`src/rtl/blocklock_fromgearbox_pkg.sv`:
```
// Shared 64B/66B PCS definitions: sync header codes, idle block and block-lock FSM states.
// Imported by the RX block-lock logic and the TX gearbox feeder.
package blocklock_fromgearbox_pkg;

    localparam logic [1:0]  SYNC_DATA  = 2'b01;
    localparam logic [1:0]  SYNC_CTRL  = 2'b10;
    // Control block of type 0x1E with all-idle payload, laid out as {header, data}.
    localparam logic [65:0] IDLE_BLOCK = {SYNC_CTRL, 64'h0000_0000_0000_001E};

    localparam int DEF_SH_CNT_MAX   = 64;
    localparam int DEF_SH_INVLD_MAX = 16;
    localparam int DEF_SLIP_WAIT    = 32;

    typedef enum logic [1:0] {
        LOCK_INIT = 2'd0,
        TEST_SH   = 2'd1,
        SLIP      = 2'd2,
        WAIT_SLIP = 2'd3
    } lock_state_e;

    function automatic logic sh_is_valid(input logic [1:0] sh);
        return (sh == SYNC_DATA) || (sh == SYNC_CTRL);
    endfunction

endpackage

```
`src/rtl/blocklock_fromgearbox.sv`:
```
// RX 66b block-lock: tests gearbox sync headers, slips the gearbox until lock is found,
// and forwards {header, data} downstream with one cycle of latency while locked.
module blocklock_fromgearbox
    import blocklock_fromgearbox_pkg::*;
#(
    parameter int SH_CNT_MAX   = DEF_SH_CNT_MAX,
    parameter int SH_INVLD_MAX = DEF_SH_INVLD_MAX,
    parameter int SLIP_WAIT    = DEF_SLIP_WAIT
) (
    input  logic        clk,
    input  logic        rst,
    input  logic [63:0] dat_i,
    input  logic [1:0]  head_i,
    input  logic        dat_vld_i,
    input  logic        head_vld_i,
    output logic        slip_o,
    output logic [65:0] dat_o,
    output logic        vld_o,
    output logic        block_lock,
    output logic        sh_err_o
);

    localparam int ShW   = $clog2(SH_CNT_MAX + 1);
    localparam int InvW  = $clog2(SH_INVLD_MAX + 1);
    localparam int WaitW = $clog2(SLIP_WAIT);

    lock_state_e      state_q, state_d;
    logic [ShW-1:0]   sh_cnt_q, sh_cnt_d, sh_inc;
    logic [InvW-1:0]  inv_cnt_q, inv_cnt_d, inv_inc;
    logic [WaitW-1:0] wait_cnt_q, wait_cnt_d;
    logic             lock_q, lock_d;
    logic             sh_err_q, sh_err_d;
    logic [65:0]      dat_q;
    logic             vld_q;
    logic             hdr_ok;

    assign hdr_ok  = sh_is_valid(head_i);
    assign sh_inc  = sh_cnt_q + ShW'(1);
    assign inv_inc = inv_cnt_q + InvW'(1);

    always_ff @(posedge clk or posedge rst) begin
        if (rst) begin
            state_q    <= LOCK_INIT;
            sh_cnt_q   <= '0;
            inv_cnt_q  <= '0;
            wait_cnt_q <= '0;
            lock_q     <= 1'b0;
            sh_err_q   <= 1'b0;
        end else begin
            state_q    <= state_d;
            sh_cnt_q   <= sh_cnt_d;
            inv_cnt_q  <= inv_cnt_d;
            wait_cnt_q <= wait_cnt_d;
            lock_q     <= lock_d;
            sh_err_q   <= sh_err_d;
        end
    end

    always_comb begin
        state_d    = state_q;
        sh_cnt_d   = sh_cnt_q;
        inv_cnt_d  = inv_cnt_q;
        wait_cnt_d = wait_cnt_q;
        lock_d     = lock_q;
        sh_err_d   = 1'b0;
        unique case (state_q)
            LOCK_INIT: begin
                lock_d    = 1'b0;
                sh_cnt_d  = '0;
                inv_cnt_d = '0;
                state_d   = TEST_SH;
            end
            // Pause cycles (head_vld_i low) leave every counter and the state untouched.
            TEST_SH: begin
                if (head_vld_i) begin
                    if (!lock_q) begin
                        if (!hdr_ok) begin
                            state_d = SLIP;
                        end else if (sh_inc == ShW'(SH_CNT_MAX)) begin
                            lock_d    = 1'b1;
                            sh_cnt_d  = '0;
                            inv_cnt_d = '0;
                        end else begin
                            sh_cnt_d = sh_inc;
                        end
                    end else begin
                        sh_err_d = !hdr_ok;
                        // Losing lock takes priority over closing a clean window.
                        if (!hdr_ok && (inv_inc == InvW'(SH_INVLD_MAX))) begin
                            lock_d    = 1'b0;
                            state_d   = SLIP;
                            sh_cnt_d  = sh_inc;
                            inv_cnt_d = inv_inc;
                        end else if (sh_inc == ShW'(SH_CNT_MAX)) begin
                            sh_cnt_d  = '0;
                            inv_cnt_d = '0;
                        end else begin
                            sh_cnt_d = sh_inc;
                            if (!hdr_ok) begin
                                inv_cnt_d = inv_inc;
                            end
                        end
                    end
                end
            end
            SLIP: begin
                sh_cnt_d   = '0;
                inv_cnt_d  = '0;
                wait_cnt_d = '0;
                state_d    = WAIT_SLIP;
            end
            WAIT_SLIP: begin
                if (wait_cnt_q == WaitW'(SLIP_WAIT - 1)) begin
                    wait_cnt_d = '0;
                    state_d    = TEST_SH;
                end else begin
                    wait_cnt_d = wait_cnt_q + WaitW'(1);
                end
            end
            default: begin
                state_d = LOCK_INIT;
            end
        endcase
    end

    // Output register: vld_o uses the lock status from before this cycle's update,
    // so the locking block is dropped and the block that loses lock still goes out.
    always_ff @(posedge clk or posedge rst) begin
        if (rst) begin
            dat_q <= '0;
            vld_q <= 1'b0;
        end else begin
            if (dat_vld_i) begin
                dat_q <= {head_i, dat_i};
            end
            vld_q <= dat_vld_i & head_vld_i & lock_q;
        end
    end

    assign slip_o     = (state_q == SLIP);
    assign dat_o      = dat_q;
    assign vld_o      = vld_q;
    assign block_lock = lock_q;
    assign sh_err_o   = sh_err_q;

endmodule

```
`config.mk`:
```
export PLATFORM = sky130hd
export DESIGN_NAME = blocklock_fromgearbox
export DESIGN_NICKNAME = d
export VERILOG_FILES = /design/src/rtl/blocklock_fromgearbox_pkg.sv /design/src/rtl/blocklock_fromgearbox.sv
export SDC_FILE = /design/constraint.sdc
export NUM_CORES = 1
export LEC_CHECK = 0
export ABC_AREA = 1
export CORE_MARGIN = 8
export CORE_UTILIZATION = 45
export CTS_CLUSTER_DIAMETER = 120
export DETAILED_ROUTE_END_ITERATION = 16
export PLACE_DENSITY = 0.81
export SYNTH_ARGS = -nofsm -noshare
export SYNTH_HDL_FRONTEND = slang
export SYNTH_SLANG_ARGS = --single-unit
```
`constraint.sdc`:
```
create_clock -name clk -period 5.68 [get_ports clk]
set_clock_uncertainty 0.15 [all_clocks]
set_input_delay 0.852 -clock clk [delete_from_list [all_inputs] [get_ports clk]]
set_output_delay 0.852 -clock clk [all_outputs]
set_load 0.03 [all_outputs]
```
# After elaboration in Yosys (flattened, before gate mapping)
# Cells that the tools add are included.
[totals] wordCells=71 output_inout_bits=70 in_bits=70 register_bits=88
[classes] bitwise_logic=2 mux=31 n_addsub=3 eq_ne=15 n_reduce_logical=12
[ops] cell="2-to-1 mux 5 bit" count=8
[ops] cell="2-to-1 mux 7 bit" count=5
[ops] cell="one-hot mux 5 bit (2 select lines)" count=2
[ops] cell="one-hot mux 7 bit (2 select lines)" count=1
[ops] cell="!= test 3 bit (second input constant)" count=4
[ops] cell="adder 5 x 1 -> 5 bit (second input constant)" count=2
[ops] cell="== test 5 bit (second input constant)" count=2
[ops] cell="2-to-1 mux 2 bit" count=5
[ops] cell="2-to-1 mux 1 bit" count=8
[ops] cell="one-hot mux 2 bit (4 select lines)" count=1
[ops] cell="adder 7 x 1 -> 7 bit (second input constant)" count=1
[ops] cell="== test 7 bit (second input constant)" count=1
[ops] cell="== test 2 bit (second input constant)" count=3
[ops] cell="nonzero test 2 bit" count=3
[ops] cell="AND reduction 5 bit" count=1
[ops] cell="== test 2 x 1 -> 1 bit (second input constant)" count=2
[ops] cell="!= test 2 bit (second input constant)" count=2
[ops] cell="!= test 4 bit (second input constant)" count=1
[ops] cell="AND reduction 4 bit" count=1
[ops] cell="AND reduction 3 bit" count=1
[ops] cell="AND 1 bit" count=2
[ops] cell="logical NOT 2 bit" count=1
[ops] cell="one-hot mux 1 bit (2 select lines)" count=1
[ops] cell="AND reduction 2 bit" count=1
[ops] cell="other kinds (4)" count=4

# Depth between registers and ports, before layout
# Gate-level depths: netlist (run 1).
[depth] depth_word=8 mapped_depth=12 depth_no_buf=12

# Worst setup path after synthesis (run 1)
# No wires, ideal clock.
[synth_timing] path_type="input -> register" startpoint="in head_i[1]" endpoint="reg inv_cnt_q[2]" path_buffers=0 setup_ps=65 arrival_ps=1667 path_stages=11 path_slack_ps=3798 path_cell_list="inv_1 nand2_1 and2_1 nand2_1 nand2_1 inv_2 nor2_4 inv_2 nand2_2 nand2_1 nand2_1"
[synth_between] elab_chain_len=8 elab_cells_between_ends=12 classes_between="eq/ne (4); mux (4); reduce/logical (4)"
[synth_lines] item="from (decl)" line_no="blocklock_fromgearbox.sv:13" source="input logic [1:0] head_i,"
[synth_lines] item="== test 2 x 1 -> 1 bit or == test 2 bit (tied branches)" line_no="blocklock_fromgearbox_pkg.sv:22" source="return (sh == SYNC_DATA) || (sh == SYNC_CTRL);"
[synth_lines] item="logical OR 1 bit (*)" line_no="blocklock_fromgearbox_pkg.sv:22"
[synth_lines] item="logical NOT 1 bit"
[synth_lines] item="logical AND 1 bit" line_no="blocklock_fromgearbox.sv:89" source="if (!hdr_ok && (inv_inc == InvW'(SH_INVLD_MAX))) begin"
[synth_lines] item="2-to-1 mux 5 bit" line_no="blocklock_fromgearbox.sv:89"
[synth_lines] item="2-to-1 mux 5 bit" line_no="blocklock_fromgearbox.sv:76" source="if (!lock_q) begin"
[synth_lines] item="2-to-1 mux 5 bit" line_no="blocklock_fromgearbox.sv:75" source="if (head_vld_i) begin"
[synth_lines] item="one-hot mux 5 bit (2 select lines)" line_no="blocklock_fromgearbox.sv:66" source="unique case (state_q)"
[synth_lines] item="to (signal assigned)" line_no="blocklock_fromgearbox.sv:52" source="inv_cnt_q <= inv_cnt_d;"
[synth_lines] item="to (decl)" line_no="blocklock_fromgearbox.sv:29" source="logic [InvW-1:0] inv_cnt_q, inv_cnt_d, inv_inc;"
# Every way passes the cells marked *; elsewhere a longest branch is shown, timed or not. The select of a mux whose other input is x is not followed.
# A chain may end at the register's enable or synchronous reset.

# Worst setup path in the final report (run 1)
[layout_timing] startpoint="reg state_q[0]" endpoint="out slip_o"
[layout_between] elab_chain_len=1
[layout_lines] item="from (decl)" line_no="blocklock_fromgearbox.sv:27" source="lock_state_e state_q, state_d;"
[layout_lines] item="from (signal assigned)" line_no="blocklock_fromgearbox.sv:50" source="state_q <= state_d;"
[layout_lines] item="== test 2 bit" line_no="blocklock_fromgearbox.sv:140" source="assign slip_o = (state_q == SLIP);"
[layout_lines] item="to (decl)" line_no="blocklock_fromgearbox.sv:16" source="output logic slip_o,"
# Every way passes these cells.

==> impl_summary.txt, run 1 <==
----------------------------------------------------
[Run status]
  Status ... complete, no violations

[Synthesis]
  Mapped cell area ... 3850 um^2
  Post-synthesis instance total ... about 470
  Yosys cell types ... 29
  Proportion of synthesized chip area in sequential cells ... 57.2%
  Synth warnings ... 0
  Post-Syn Nets ... 546
  Synth Register Bits ... roughly 90
  Avg Inst Size Synth ... 8.26 um^2

[GRT]
  Initial antenna violation count ... 0
  Vias in the first global route ... approximately 3.6k
  Largest net degree at the start of global routing ... 70
  First-pass GRT wire length ... between 15000 and 20000 um
  Congestion Overflow GR ... 0
  Global Route Usage Sum ... 18.6%

[CTS]
  CTS buffer count ... 9
  Post-CTS Hold Buffers ... 0
  Number of sinks on the clock net ... 88
  Clock tree from TritonCTS ... done
  Count of instances resized after the clock tree is built ... 0
  Maximum clock path buffer count ... 2
  Setup Fix Bufs, Post-CTS ... 0
  Depth of the CTS H-tree ... 3
  Clk_lat worst skew ... about 340 ps
  Reg clk slew, reported paths ... 80 ps
  Root buffer cell ... clkbuf_8

[Cells and area]
  Share of final-layout standard cells stronger than drive strength 1 ... 5.25%
  Leading cell type in the layout, fill and taps excluded ... nand2_1
  Non-filler cells in the finished layout ... roughly 710
  P&R area growth vs syn ... 43.6%
  Inserted Diodes ... 0
  Commonest cells after routing, fill and taps aside ... nand2_1 (256), clkdlybuf4s50_1 (138), dfrtp_1 (88)
  Net count, final ... 684

[Placed design]
  Total placed cells including tap cells ... between 600 and 700
  Final weighted congestion of routability-driven global placement ... roughly 0.85
  Input/output buffers ... 139
  Dpl hpwl ... 7710 um

[Die]
  Core Area ... between 8000 and 9000 um^2
  Initial Utilization ... 46.6%
  Horizontal die dimension ... about 110 um
  Number of cell rows ... 33
  DIE AREA ... 11800 um^2
  Height of the die ... ~110 um
  Number of I/O pins ... 140

[Worst setup path]
  Count of cells along the worst register-to-register path ... 8
  Reg-to-reg critical path endpoint ... state_q[0]$_DFFE_PP0P_
  Data arrival time of the critical path ... approximately 1800 ps
  Startpoint class of the critical path ... register
  Register-to-register path setup slack ... 3820 ps
  Critical register-to-register path startpoint ... inv_cnt_q[0]$_DFFE_PP0P_
  Worst endpoint required time ... 4680 ps
  CP Capture Type ... output port
  Worst-path fanout max ... 5
  Class of the most critical setup path ... register to output port

[Routing]
  First-iteration detailed-routing DRC count ... around 160
  WL final ... slightly above 10000 um
  Count of vias placed by the detailed router ... between 3k and 4k
  Per-cell routed wire length ... about 14 um
  Via density per instance ... approximately 4.7
  First-pass detailed-route iteration total ... 4
  Remaining design rule violation count ... 0
  Number of nets with antenna violations after routing ... 0

[Power]
  Cell area power density ... 300 nW/um^2
  Leakage ... 0.00281 uW
  Maximum vdd ir drop ... 0.129 mV

[Worst hold path]
  Type of the worst min-delay path ... register to register
  Source of the worst hold timing path ... dat_o[4]$_DFFE_PP0P_
  Worst hold endpoint ... dat_o[4]$_DFFE_PP0P_
  Worst Hold Depth ... 2

[STA]
  Fin crit period ... 2770 ps
  Final setup fails ... 0
  Max Fclk ... 361 MHz
  Remaining max-slew budget at the tightest pin ... around a quarter
  Hold Violations, Final ... 0
  Actual transition at the worst max-transition pin ... between 1000 and 1500 ps
  Final Cycle Share ... 48.8%
  Number of pins exceeding their max-slew limit in the final report ... 0
  Setup TNS ... 0 ps
  RSZ-0062 raised after global routing ... no

[Job]
  Number of maximum-capacitance constraint violations ... 0

----------------------------------------------------
## cells in the mapped netlist, drive strengths merged
cell type	count	share of area (%)
ha	10	3.2
nand4	6	0.97
xnor2	1	0.23
nand3	14	1.9
and2	1	0.16
clkbuf	13	1.3
a22o	1	0.23
nand3b	1	0.20
nor3	1	0.13
o31ai	1	0.20
dfrtp	88	57
o21ai	12	1.6
buf	1	0.097
nand2	261	26
a21oi	2	0.55
and3	1	0.16
nor2	17	2.1
clkinv	2	0.20
xor2	3	0.68
inv	29	2.8
o22ai	1	0.16
## logic make-up after synthesis
logic type / share of synthesized area [%]
buf+inv: 4.39
flops: 57.2
xor+xnor: 0.910
compound gates: 2.70
fa+ha+maj: 3.25
simple gates: 31.6
## critical path, cell delays in order, from the launching register on
cell	delay, ps
dfrtp_1	440
inv_1	110
ha_1	200
clkdlybuf4s50_1	690
## through the flow
step	area, um^2	hold slack (ps)	total power [uW]	utilization, %	worst slack (ps)
after floorplan	3850	318	1040	-	2400
after global placement	5330	303	1230	64.6	2990
after detailed placement	5330	308	1250	64.6	2930
after CTS	5530	328	1680	67.0	2880
after global routing	5530	336	1760	67.0	2800
final	5530	324	1660	67.0	2910
## layout make-up
cell class / count / area, um^2
clock buffer: 11 / 141
clock inverter: 5 / 56.3
fill: 665 / 2730
inverter: 31 / 118
multi-input combinational: 333 / 1480
sequential: 88 / 2200
tap: 105 / 131
timing repair buffer: 141 / 1400
## how the worst max path moves through the flow
stage	endpoint	start	cells past startpoint	slack (ps)
after floorplan	block_lock$_DFFE_PP0P_	rst	1	2400
after global placement	dat_o[64]$_DFFE_PP0P_	dat_vld_i	4	2990
after detailed placement	dat_o[64]$_DFFE_PP0P_	dat_vld_i	4	2930
after CTS	slip_o	state_q[0]$_DFFE_PP0P_	3	2880
after global routing	slip_o	state_q[0]$_DFFE_PP0P_	3	2800
final	slip_o	state_q[0]$_DFFE_PP0P_	3	2910
## flip-flops by register name (all words and copies together), names as in the netlist
register,cells
dat_o,66
sh_cnt_q,7
inv_cnt_q,5
wait_cnt_q,5
state_q,2
block_lock,1
sh_err_o,1
vld_o,1
## power by group
group / switching (uW) / internal [uW] / total (uW)
sequential: 44.7 / 689 / 733
combinational: 300 / 198 / 498
clock: 211 / 215 / 426
total: 556 / 1100 / 1660
## layer usage
| metal | track usage (%) | routed length [um] |
|---|---|---|
| met1 | 20.6 | 4100 |
| met3 | 6.07 | 807 |
| met2 | 33.0 | 5330 |
| met5 | 0 | 0 |
| met4 | 5.57 | 111 |
Note: power is estimated with default switching activity, not from simulation.
==> run 2: changes to the inputs <==
clock period = 2.8 ns   (was 5.68 ns; I/O delays follow)
==> impl_summary.txt, run 2 (same netlist as run 1, synthesis figures left out) <==
----------------------------------------------------
[Die]
  DIE AREA ... 11800 um^2
  Height of the die ... between 100 and 150 um
  Number of I/O pins ... 140
  Core Area ... 8260 um^2
  Number of cell rows ... 33
  Horizontal die dimension ... 109 um
  Initial Utilization ... 46.6%

[CTS]
  Depth of the CTS H-tree ... 3
  Maximum clock path buffer count ... 2
  Number of sinks on the clock net ... between 80 and 90
  Root buffer cell ... clkbuf_8
  Post-CTS Hold Buffers ... 0
  Count of instances resized after the clock tree is built ... 0
  Setup Fix Bufs, Post-CTS ... 0
  Clk_lat worst skew ... 340 ps
  Reg clk slew, reported paths ... 90 ps
  Clock tree from TritonCTS ... done
  CTS buffer count ... 9

[Routing]
  Count of vias placed by the detailed router ... 3378
  Per-cell routed wire length ... 14.1 um
  Via density per instance ... approximately 4.7
  First-pass detailed-route iteration total ... 5
  First-iteration detailed-routing DRC count ... 99
  Remaining design rule violation count ... 0
  WL final ... a little over 10000 um
  Number of nets with antenna violations after routing ... 0

[Worst setup path]
  Register-to-register path setup slack ... 950 ps
  Class of the most critical setup path ... register to output port
  Worst-path fanout max ... 5
  Reg-to-reg critical path endpoint ... state_q[1]$_DFFE_PP0P_
  Count of cells along the worst register-to-register path ... 8
  Data arrival time of the critical path ... 1770 ps
  Critical register-to-register path startpoint ... inv_cnt_q[0]$_DFFE_PP0P_
  Worst setup path start ... state_q[0]$_DFFE_PP0P_
  Worst endpoint required time ... 2230 ps
  Startpoint class of the critical path ... register
  CP Capture Type ... output port

[Run status]
  Status ... complete, no violations

[Cells and area]
  Number of fillers in the final layout ... approximately 700
  Leading cell type in the layout, fill and taps excluded ... nand2_1
  Commonest cells after routing, fill and taps aside ... nand2_1 (256), clkdlybuf4s50_1 (138), dfrtp_1 (88)
  Share of final-layout standard cells stronger than drive strength 1 ... about 5.7%
  Number of flip-flops under the largest register name ... 66
  Net count, final ... ~690
  P&R area growth vs syn ... 43.9%
  Post-route standard cell area excluding fillers ... approximately 5500 um^2
  Inserted Diodes ... 0

[Power]
  Cell area power density ... 593 nW/um^2
  Leakage ... roughly 0.0028 uW
  Maximum vdd ir drop ... 0.315 mV

[GRT]
  Congestion Overflow GR ... 0
  Initial antenna violation count ... 0
  Largest net degree at the start of global routing ... 65
  Vias in the first global route ... around 3.4k
  Global Route Usage Sum ... 17.7%
  First-pass GRT wire length ... 16700 um

[STA]
  Final setup fails ... 0
  RSZ-0062 raised after global routing ... no
  Max Fclk ... between 400 and 500 MHz
  Number of pins exceeding their max-slew limit in the final report ... 0
  Remaining max-slew budget at the tightest pin ... about three fifths
  Actual transition at the worst max-transition pin ... 626 ps
  Hold Violations, Final ... 0
  Final Cycle Share ... 83.6%
  Setup TNS ... 0 ps
  Fin crit period ... 2340 ps

[Worst hold path]
  Type of the worst min-delay path ... register to register
  Worst hold endpoint ... dat_o[36]$_DFFE_PP0P_
  Source of the worst hold timing path ... dat_o[36]$_DFFE_PP0P_
  Worst Hold Depth ... 2

[Placed design]
  Final weighted congestion of routability-driven global placement ... about 0.85
  Placed instance area ... 5360 um^2
  Dpl hpwl ... a little under 8000 um
  Input/output buffers ... between 100 and 150

[Job]
  Number of maximum-capacitance constraint violations ... 0

----------------------------------------------------
[run 2: worst max-delay path by stage]
| stage | endpoint | slack (ps) | depth (start not counted) |
|---|---|---|---|
| after global routing | slip_o | 380 | 3 |
| final | slip_o | 460 | 3 |
| after CTS | slip_o | 430 | 3 |
| after detailed placement | inv_cnt_q[2]$_DFFE_PP0P_ | 700 | 12 |
| after floorplan | inv_cnt_q[2]$_DFFE_PP0P_ | 1070 | 9 |
| after global placement | inv_cnt_q[0]$_DFFE_PP0P_ | 720 | 12 |
[run 2: worst max-delay path, stage by stage, from the launching register on]
cell and delay [ps]:
dfrtp_1 440, inv_1 110, ha_1 200, clkdlybuf4s50_1 690
[run 2: power breakdown]
part	switching [uW]	internal (uW)
Clock	461	333
Combinational	601	405
Sequential	88.4	1400
Total	1150	2130
[run 2: layout make-up]
cell class	instances	area [um^2]	share of cell area (%)
Clock buffer	9	124	2.24
Clock inverter	7	55.1	0.993
Inverter	31	120	2.17
Multi-Input combinational cell	333	1480	26.7
Sequential cell	88	2200	39.7
Tap cell	105	131	2.37
Timing Repair Buffer	143	1430	25.8
[run 2: layer usage]
layer	global-route usage [%]	vias to the layer above	part of all wire, %
met2	31.1	103	50
li1	-	1705	-
met5	0	-	0
met1	19.9	1562	40
met4	5.67	0	1.2
met3	5.77	8	8.1
[run 2: through the flow]
stage / std cells / util, % / total power (uW) / setup slack, ps / hold slack [ps]
final: 716 / 67.1 / 3280 / 459 / 325
after detailed placement: 700 / 64.9 / 2520 / 702 / 307
after global routing: 716 / 67.1 / 3480 / 381 / 343
after floorplan: 466 / - / 2100 / 1070 / 318
after global placement: 700 / 64.9 / 2490 / 720 / 303
after CTS: 716 / 67.1 / 3320 / 430 / 329
==> run 3: changes to the inputs <==
CORE_UTILIZATION = 40   (was 45)
PLACE_DENSITY = 0.76   (was 0.81)
clock period = 1.95 ns   (was 2.8 ns; I/O delays follow)
==> impl_summary.txt, run 3 (same netlist as run 1, synthesis figures left out) <==
----------------------------------------------------
[Worst setup path]
  Critical-path cell with the highest stage delay ... clkdlybuf4s50_1
  Buf+Inv Stages, Crit Path ... 1
  Cells traversed along the worst timing path ... clkdlybuf4s50_1
  Reg-to-reg critical path endpoint ... inv_cnt_q[4]$_DFFE_PP0P_
  Crit path to ... dat_o[6]
  Top Family by Delay on Critical Path ... buffers and inverters
  Worst-path fanout max ... 2
  Path length in cells of the critical path ... 1
  Startpoint class of the critical path ... register
  CP Capture Type ... output port
  Critical register-to-register path startpoint ... sh_cnt_q[1]$_DFFE_PP0P_
  Worst endpoint required time ... 1510 ps
  Worst setup path start ... dat_o[6]$_DFFE_PP0P_
  Register-to-register path setup slack ... 120 ps
  Count of cells along the worst register-to-register path ... 12
  Data arrival time of the critical path ... 1410 ps
  Maximum cell stage delay along the critical path ... between 600 and 700 ps
  Class of the most critical setup path ... register to output port

[Die]
  DIE AREA ... 13000 um^2
  Horizontal die dimension ... 114 um
  Core Area ... 9550 um^2
  Initial Utilization ... 40.3%
  Number of cell rows ... 36
  Height of the die ... 114 um
  Number of I/O pins ... 140

[Placed design]
  Worst-case setup slack after placement ... -5.84 ps
  Input/output buffers ... 139
  Placed instance area ... 5430 um^2
  Dpl hpwl ... about 7700 um
  Final weighted congestion of routability-driven global placement ... 0.811

[STA]
  Max Fclk ... 539 MHz
  Final worst slack ... 94.2 ps
  Post-route worst hold slack ... 119 ps
  Hold Violations, Final ... 0
  Final Cycle Share ... a little over nine tenths
  Number of pins exceeding their max-slew limit in the final report ... 0
  Fin crit period ... 1860 ps
  Remaining max-slew budget at the tightest pin ... a little under 70%
  RSZ-0062 raised after global routing ... no
  Actual transition at the worst max-transition pin ... 457 ps
  Final setup fails ... 0

[Power]
  Maximum vdd ir drop ... 0.413 mV
  Total design power ... 4900 uW
  Leakage ... about 0.0029 uW
  Cell area power density ... around 870 nW/um^2

[Routing]
  Per-cell routed wire length ... 13.6 um
  First-pass detailed-route iteration total ... 4
  Remaining design rule violation count ... 0
  WL final ... 10200 um
  Via density per instance ... around 4.5
  Number of nets with antenna violations after routing ... 0
  Count of vias placed by the detailed router ... 3374
  First-iteration detailed-routing DRC count ... 131

[Cells and area]
  Sequential cell area in the final layout ... 2200 um^2
  P&R area growth vs syn ... 46.6%
  Share of final-layout standard cells stronger than drive strength 1 ... 6.69%
  Leading cell type in the layout, fill and taps excluded ... nand2_1
  Commonest cells after routing, fill and taps aside ... nand2_1 (256), clkdlybuf4s50_1 (135), dfrtp_1 (88)
  Inserted Diodes ... 0
  Net count, final ... 688
  Post-route standard cell area excluding fillers ... 5650 um^2
  Combined area of the multi-input logic cells ... between 1000 and 1500 um^2
  Number of flip-flops under the largest register name ... 66
  Number of fillers in the final layout ... 878

[GRT]
  Global Route Usage Sum ... approximately 16%
  Initial antenna violation count ... 0
  Largest net degree at the start of global routing ... 89
  Vias in the first global route ... between 3k and 4k
  Congestion Overflow GR ... 0
  First-pass GRT wire length ... 16800 um

[CTS]
  Number of sinks on the clock net ... 88
  Post-CTS Hold Buffers ... 0
  Depth of the CTS H-tree ... 3
  Clk_lat worst skew ... 350 ps
  Reg clk slew, reported paths ... 90 ps
  Maximum clock path buffer count ... 2
  Clock tree from TritonCTS ... done
  Root buffer cell ... clkbuf_8
  CTS buffer count ... 9

[Worst hold path]
  Type of the worst min-delay path ... input port to register
  Worst Hold Depth ... 3

[Run status]
  Status ... complete, no violations

[Job]
  Number of maximum-capacitance constraint violations ... 0

----------------------------------------------------
[run 3: changes by cell type in the layout (fill, tap and decap cells not counted), sizes merged]
cell	previous run	this run
dlygate4sd2	0	1
buf	5	8
dlymetal6s2s	0	1
bufinv	0	1
clkdlybuf4s50	138	135
clkbuf	9	10
clkinvlp	2	1
inv	32	31
[run 3: final cells by class]
class                   instances  area share (%)
well taps                     133            2.95
clock inverters                 6            1.17
clock buffers                  10            2.26
flip-flops and latches         88            39.0
inverters                      31            2.13
multi-input cells             333            26.5
repair buffers                145            26.0
[run 3: worst min-delay path: stages]
cell and delay, ps:
buf_2 170, nand2_1 70, nand2_1 40
[run 3: metrics by stage]
| step | util, % | instances | setup TNS, ps |
|---|---|---|---|
| after CTS | 58.9 | 745 | 0 |
| final | 59.1 | 746 | 0 |
| after floorplan | - | 466 | 0 |
| after detailed placement | 56.8 | 729 | -5.84 |
| after global placement | 56.8 | 729 | 0 |
| after global routing | 59.1 | 746 | 0 |
[run 3: repair_timing]
item,in CTS,in global routing
setup buffers,0,1
setup endpoints to repair,1,10
pin swaps,0,0
gates resized for setup,1,6
[run 3: worst min path at each step]
stage	start	end	slack, ps
2_1_floorplan	dat_i[54]	dat_o[54]$_DFFE_PP0P_	260
3_3_place_gp	dat_o[54]$_DFFE_PP0P_	dat_o[54]$_DFFE_PP0P_	300
3_5_place_dp	dat_o[59]$_DFFE_PP0P_	dat_o[59]$_DFFE_PP0P_	310
4_1_cts	dat_vld_i	dat_o[24]$_DFFE_PP0P_	100
5_1_grt	dat_vld_i	dat_o[12]$_DFFE_PP0P_	120
6_report	dat_vld_i	dat_o[13]$_DFFE_PP0P_	120
[run 3: power by group]
group / internal, uW / switching [uW] / total (uW)
clock: 600 / 654 / 1250
combinational: 639 / 871 / 1510
sequential: 2010 / 129 / 2130
[run 3: per-layer routing]
layer / share of wire, % / wire [um] / up-vias / global-route usage (%)
met3: 9.1 / 924 / 15 / 6.70
met1: 39 / 3930 / 1559 / 17.4
met4: 2.4 / 242 / 0 / 7.10
met2: 50 / 5070 / 95 / 27.7
met5: 0 / 0 / - / 0
li1: - / - / 1705 / -
